**config.mk**
```make
export PLATFORM = sky130hd
export DESIGN_NAME = csr_timer_bank_flat
export DESIGN_NICKNAME = d
export VERILOG_FILES = /design/src/rtl/csr_timer_bank_if.sv /design/src/rtl/csr_timer_bank.sv /design/src/flat_wrapper.sv
export SDC_FILE = /design/constraint.sdc
export NUM_CORES = 1
export LEC_CHECK = 0
export CAP_MARGIN = 20
export CORE_UTILIZATION = 32
export DETAILED_ROUTE_END_ITERATION = 10
export GPL_ROUTABILITY_DRIVEN = 0
export HOLD_SLACK_MARGIN = 0.15
export PLACE_DENSITY = 0.49
export REMOVE_ABC_BUFFERS = 1
export SETUP_SLACK_MARGIN = 0.15
export SLEW_MARGIN = 20
export SYNTH_ARGS = -nofsm -noshare
export SYNTH_HDL_FRONTEND = slang
export SYNTH_SLANG_ARGS = --single-unit
```
**constraint.sdc**
```tcl
create_clock -name clk -period 29.6 [get_ports clk]
set_input_delay 2.96 -clock clk [delete_from_list [all_inputs] [get_ports clk]]
set_output_delay 2.96 -clock clk [all_outputs]
set_load 0.05 [all_outputs]
```
**src/rtl/csr_timer_bank_if.sv**
```systemverilog
// CSR instruction-access port between the CSR file and the timer bank.
// The CSR file drives the request side; the bank returns read data.
interface csr_timer_bank_if;
  logic        csr_we;
  logic [13:0] csr_num;
  logic [31:0] csr_wmask;
  logic [31:0] csr_wvalue;
  logic [31:0] csr_rvalue;

  modport master (
    output csr_we,
    output csr_num,
    output csr_wmask,
    output csr_wvalue,
    input  csr_rvalue
  );

  modport slave (
    input  csr_we,
    input  csr_num,
    input  csr_wmask,
    input  csr_wvalue,
    output csr_rvalue
  );
endinterface

```
**src/rtl/csr_timer_bank.sv**
```systemverilog
// Bank of NUM_TIMERS prescaled down-counters mapped as TCFG/TVAL/TICLR/TPRE
// quadruples starting at BASE_NUM; pending bits drive timer_int.
module csr_timer_bank #(
  parameter int          NUM_TIMERS = 4,
  parameter int          CNT_W      = 32,
  parameter int          PRE_W      = 8,
  parameter logic [13:0] BASE_NUM   = 14'h41
) (
  input  logic                  clk,
  input  logic                  reset,
  csr_timer_bank_if.slave       csr,
  output logic [NUM_TIMERS-1:0] timer_int,
  output logic                  timer_int_any
);

  localparam logic [13:0] WIN = 14'(4 * NUM_TIMERS);

  logic [13:0] rel;
  logic        in_win;
  logic [1:0]  off;
  logic [31:0] wbits;
  logic [31:0] rd_ch [NUM_TIMERS];

  assign rel    = csr.csr_num - BASE_NUM;
  assign in_win = (csr.csr_num >= BASE_NUM) && (rel < WIN);
  assign off    = rel[1:0];
  assign wbits  = csr.csr_wmask & csr.csr_wvalue;

  for (genvar i = 0; i < NUM_TIMERS; i++) begin : g_ch
    localparam logic [11:0] IDX = 12'(i);

    logic [31:0]      cfg_q;
    logic [PRE_W-1:0] pre_q;
    logic [PRE_W-1:0] pc_q;
    logic [CNT_W-1:0] cnt_q;
    logic             pend_q;

    logic             hit;
    logic             wr_cfg;
    logic             wr_pre;
    logic             clr;
    logic             tick;
    logic             step;
    logic             wrap;
    logic [31:0]      cfg_new;
    logic [31:0]      pre_new;
    logic [CNT_W-1:0] load_v;
    logic [CNT_W-1:0] reload_v;
    logic [31:0]      rd;

    assign hit    = in_win && (rel[13:2] == IDX);
    assign wr_cfg = csr.csr_we && hit && (off == 2'd0);
    assign wr_pre = csr.csr_we && hit && (off == 2'd3);
    assign clr    = csr.csr_we && hit && (off == 2'd2) && wbits[0];

    assign cfg_new = wbits | (~csr.csr_wmask & cfg_q);
    assign pre_new = wbits | (~csr.csr_wmask & 32'(pre_q));

    assign load_v   = CNT_W'({cfg_new[31:2], 2'b00});
    assign reload_v = CNT_W'({cfg_q[31:2], 2'b00});

    // All-ones is the halted state of an expired one-shot
    assign tick = cfg_q[0] && (pc_q == pre_q);
    assign step = tick && (cnt_q != '1);
    assign wrap = step && (cnt_q == '0);

    always_ff @(posedge clk or posedge reset) begin
      if (reset) begin
        cfg_q  <= '0;
        pre_q  <= '0;
        pc_q   <= '0;
        cnt_q  <= '1;
        pend_q <= 1'b0;
      end else begin
        if (wr_cfg) cfg_q <= cfg_new;
        if (wr_pre) pre_q <= pre_new[PRE_W-1:0];
        if (wr_cfg && cfg_new[0]) begin
          cnt_q <= load_v;
          pc_q  <= '0;
        end else if (cfg_q[0]) begin
          pc_q <= tick ? '0 : pc_q + PRE_W'(1);
          if (step) begin
            if (cnt_q != '0) cnt_q <= cnt_q - CNT_W'(1);
            else if (cfg_q[1]) cnt_q <= reload_v;
            else cnt_q <= '1;
          end
        end
        if (wrap) pend_q <= 1'b1;
        else if (clr) pend_q <= 1'b0;
      end
    end

    always_comb begin
      rd = '0;
      if (hit) begin
        unique case (off)
          2'd0: rd = cfg_q;
          2'd1: rd = 32'(cnt_q);
          2'd2: rd = '0;
          2'd3: rd = 32'(pre_q);
        endcase
      end
    end

    assign rd_ch[i]     = rd;
    assign timer_int[i] = pend_q;
  end

  always_comb begin
    csr.csr_rvalue = '0;
    for (int i = 0; i < NUM_TIMERS; i++)
      csr.csr_rvalue = csr.csr_rvalue | rd_ch[i];
  end

  assign timer_int_any = |timer_int;

endmodule
```
**src/flat_wrapper.sv**
```systemverilog
// flat-port wrapper written by rule: the top's interface ports become plain ports
module csr_timer_bank_flat 
#(
  parameter int          NUM_TIMERS = 4,
  parameter int          CNT_W      = 32,
  parameter int          PRE_W      = 8,
  parameter logic [13:0] BASE_NUM   = 14'h41
)
  (clk, reset, timer_int, timer_int_any, csr_csr_we, csr_csr_num, csr_csr_wmask, csr_csr_wvalue, csr_csr_rvalue);
  csr_timer_bank_if csr_i ();
  input  logic clk;
  input  logic reset;
  output logic [NUM_TIMERS-1:0] timer_int;
  output logic timer_int_any;
  input wire logic [$bits(csr_i.csr_we)-1:0] csr_csr_we;
  input wire logic [$bits(csr_i.csr_num)-1:0] csr_csr_num;
  input wire logic [$bits(csr_i.csr_wmask)-1:0] csr_csr_wmask;
  input wire logic [$bits(csr_i.csr_wvalue)-1:0] csr_csr_wvalue;
  output wire logic [$bits(csr_i.csr_rvalue)-1:0] csr_csr_rvalue;
  assign csr_i.csr_we = csr_csr_we;
  assign csr_i.csr_num = csr_csr_num;
  assign csr_i.csr_wmask = csr_csr_wmask;
  assign csr_i.csr_wvalue = csr_csr_wvalue;
  assign csr_csr_rvalue = csr_i.csr_rvalue;
  csr_timer_bank #(.NUM_TIMERS(NUM_TIMERS), .CNT_W(CNT_W), .PRE_W(PRE_W), .BASE_NUM(BASE_NUM)) u_core (.clk(clk), .reset(reset), .csr(csr_i), .timer_int(timer_int), .timer_int_any(timer_int_any));
endmodule
```
==> impl_results.md <==
* Run status: finished, final reports clean
* Post-Syn Instances at 2624
* Worst Path Required at 26640 ps
* Library cell with the largest summed area after synthesis: sky130_fd_sc_hd__dfrtp_1
* Number of antenna violations at the first check in global routing at 1
* Routed wire length at 97540 um
* Count of fill cells added during filler insertion at 7177
* Total power after layout at 1.040 mW
* Clock Skew at 31.40 ps
* Critical Path End Type: output port
* Area share of the largest cell type after synthesis at 21.70%
* Crit path top cell by count: sky130_fd_sc_hd__clkdlybuf4s50_1
* Type of the most critical hold path: register to register
* CTS Root Buffer Type: sky130_fd_sc_hd__clkbuf_16
* Master of the slowest instance on the critical path: sky130_fd_sc_hd__clkdlybuf4s50_1
* ANT nets after route at 0
* Proportion of register bits with asynchronous set or reset after synthesis at 100.0%
* Count of flip-flops with a built-in enable after synthesis at 0
* Number of setup violations in the final report at 0
* Uppermost routed layer: met4
* CTS sink cnt at 324
* Clock period minus final worst setup slack at 9827 ps
* Fraction of the yosys area taken by sequential cells at 36.59%
* Maximum fanout along the worst path at 35
* Total negative slack for setup checks at 0 ps
* Post-synthesis instance area at 0.02260 sq mm
* Total via count in the routed design at 21854
* Worst path arrival time at 6870 ps
* Buffers from clock root to sink, at most at 3
* Buf/Inv on CP at 2
* Final Hold Vio Count at 0
* Die Area at 0.07169 sq mm
* Worst R2R Setup Slack at 25730 ps
* Std cell rows at 97
* Gr ovfl total at 0
* Fin. max-slew vios at 0
* Hold path start: u_core.g_ch[2].cfg_q[7]
* Part of the cycle the worst path needs at 33.20%
* Via count of the first global-routing pass at 20425
* Startpoint of the worst register-to-register path: u_core.g_ch[3].cnt_q[13]
* Die height at 267.8 um
* Most frequently used cell type in the post-synthesis netlist: sky130_fd_sc_hd__nand2_1
* Net count of the finished layout at 2681
* Unique masters post-synth at 71
* Final routed DRC violation total at 0
* Clock latency reported for the late side of the worst-skew pair at 610 ps
* Worst reg2reg endpoint: u_core.g_ch[3].cnt_q[15]
* IO buf count at 117
* Prevailing post-synth register cell: sky130_fd_sc_hd__dfrtp_1
* Area grow syn2layout at 14.16%
* Transition at the pin with the smallest max-transition slack at 1147 ps
* RSZ-0062 raised after global routing: false
* Family with the most delay on the worst path: simple AND/OR/NAND/NOR gates
* Average vias per placed instance at 6.144
* Hold EP: u_core.g_ch[2].cfg_q[7]
* # H-tree levels at 2
* Wirelength per Cell at 27.42 um
* Max Freq at 0.1018 GHz
* Die width at 267.8 um
* Clock transition at the registers of the reported paths at 60 ps
* Largest net degree at the start of global routing at 164
* Count of pins on the block boundary at 118
* CTS tree: yes
* Fraction of layout instances using a drive strength above 1 at 16.74%
* Metal-1 WL at 43300 um
* Hold Path Stages at 1
* Ranking of synthesized cells by instance count: sky130_fd_sc_hd__nand2_1 (286), sky130_fd_sc_hd__clkbuf_1 (196), sky130_fd_sc_hd__dfrtp_1 (196)
* Setup bufs post-CTS at 0
* Post-synthesis average cell area at 8.612 sq um
* Met2 routed WL at 42600 um
* Post-synthesis sequential element count at 324
* Met3 layer wire length in the routed design at 7799 um
* Sequential Area at 0.008268 sq mm
* DR iter-0 viols at 2406
* Total global routing track utilization at 26.75%
* Worst ir drop on vdd at 0.03546 mV
* Critical path, cell by cell: clkdlybuf4s50_1 > nor4_1 > nand3_1 > or2_2 > o22ai_1 > a21oi_1 > o21ai_0 > clkdlybuf4s50_1
* Initial standard-cell utilization of the core at 32.33%
* Number of buffers created by CTS at 41
* Largest cells by area after synthesis: sky130_fd_sc_hd__dfrtp_1 (22%), sky130_fd_sc_hd__dfstp_2 (15%), sky130_fd_sc_hd__mux2_2 (8.0%), sky130_fd_sc_hd__nand2_1 (4.8%), sky130_fd_sc_hd__mux2i_1 (4.4%)
* Number of iterations in the first detailed-routing pass at 7
* # resized after CTS at 0
* Yosys synthesis warning count at 0
* Area of the multi-input gates at 0.01328 sq mm
* Depth of the worst register-to-register path at 6
* Leak Pwr at 9.629 nW
* Placeable core region at 0.06991 sq mm
* Wire length of the first global-routing pass at 142300 um
* Startpoint type of the worst setup path: primary input
* Power density normalized to cell area at 40.30 mW/mm^2
* Longest individual stage delay on the worst path at 930 ps
* DPL Wire Length at 69500 um
* Max-capacitance violation count at 0
* Slew Limit Headroom at 23.55%
* Setup CP Type: primary input to output port
* CTS Hold Buffers Added at 0
[worst max path at each step]
stage	endpoint	cells past startpoint	startpoint	slack, ps
2_1_floorplan	async pin	1	reset	17880
3_3_place_gp	csr_csr_rvalue[14]	7	csr_csr_num[1]	19750
3_5_place_dp	csr_csr_rvalue[14]	7	csr_csr_num[1]	19660
4_1_cts	csr_csr_rvalue[14]	7	csr_csr_num[1]	19660
5_1_grt	csr_csr_rvalue[12]	8	csr_csr_num[11]	19510
6_report	csr_csr_rvalue[11]	8	csr_csr_num[11]	19770
[layout make-up]
| class | instances | area share [%] |
|---|---|---|
| multi-input combinational | 2005 | 51.47 |
| clock inverter | 13 | 0.7371 |
| clock buffer | 62 | 4.554 |
| tap | 940 | 4.559 |
| antenna | 1 | 0.009699 |
| sequential | 324 | 32.05 |
| timing repair buffer | 159 | 5.820 |
| inverter | 53 | 0.8002 |
[logic make-up (layout without fill, tap and decap cells)]
family	after synthesis	in the layout	synth area share, %
compound gates	711	711	20.49
xor+xnor	122	122	4.728
fa+ha+maj	16	16	0.8858
buf+inv	295	287	5.149
flops	324	324	36.59
mux	260	260	12.41
other cells	0	1	0
simple gates	896	896	19.76
[metrics by stage]
| stage | std cells | utilization [%] | cell area, sq um | worst slack [ps] | hold WS [ps] |
|---|---|---|---|---|---|
| floorplan | 2382 | - | 21630 | 17880 | 482.3 |
| global placement | 3479 | 34.92 | 24410 | 19750 | 522.4 |
| detailed placement | 3480 | 34.93 | 24420 | 19660 | 523.4 |
| CTS | 3555 | 36.88 | 25780 | 19660 | 536.5 |
| global route | 3556 | 36.90 | 25800 | 19510 | 563.9 |
| finish | 3557 | 36.91 | 25800 | 19770 | 536.2 |
[per-layer routing]
layer / global-route usage, % / up-vias
met5: 0 / -
met2: 40.41 / 1123
met1: 37.98 / 10955
li1: - / 9606
met3: 4.389 / 170
met4: 10.39 / 0
[cell usage in the layout (no fill, tap or decap), types with 9 or more instances in the layout]
cell                                n
sky130_fd_sc_hd__nand2_1          286
sky130_fd_sc_hd__dfrtp_1          196
sky130_fd_sc_hd__a21oi_1          192
sky130_fd_sc_hd__mux2_2           161
sky130_fd_sc_hd__nor2_1           152
sky130_fd_sc_hd__o21ai_0          132
sky130_fd_sc_hd__dfstp_2          128
sky130_fd_sc_hd__clkdlybuf4s50_1  116
sky130_fd_sc_hd__mux2i_1           99
sky130_fd_sc_hd__a22oi_1           91
sky130_fd_sc_hd__nand4_1           69
sky130_fd_sc_hd__xnor2_1           65
sky130_fd_sc_hd__nand2b_1          62
sky130_fd_sc_hd__nand3_1           60
sky130_fd_sc_hd__nor3_1            58
sky130_fd_sc_hd__xor2_1            57
sky130_fd_sc_hd__inv_1             52
sky130_fd_sc_hd__nor4_1            44
sky130_fd_sc_hd__o22ai_1           43
sky130_fd_sc_hd__clkbuf_16         41
sky130_fd_sc_hd__a31oi_1           40
sky130_fd_sc_hd__buf_4             39
sky130_fd_sc_hd__o221ai_1          38
sky130_fd_sc_hd__or3_1             37
sky130_fd_sc_hd__a22o_1            24
sky130_fd_sc_hd__nor3b_1           21
sky130_fd_sc_hd__or4_1             20
sky130_fd_sc_hd__a211oi_1          20
sky130_fd_sc_hd__and3_1            19
sky130_fd_sc_hd__a32oi_1           17
sky130_fd_sc_hd__o211ai_1          16
sky130_fd_sc_hd__ha_1              16
sky130_fd_sc_hd__clkbuf_1          14
sky130_fd_sc_hd__or2_2             11
sky130_fd_sc_hd__a21boi_0          10
sky130_fd_sc_hd__o31ai_1            9
[power by group]
| group | internal, mW | switching, mW |
|---|---|---|
| clock | 0.310 | 0.217 |
| sequential | 0.445 | 0.00130 |
| combinational | 0.0198 | 0.0462 |
(Power assumes the default switching activity.)
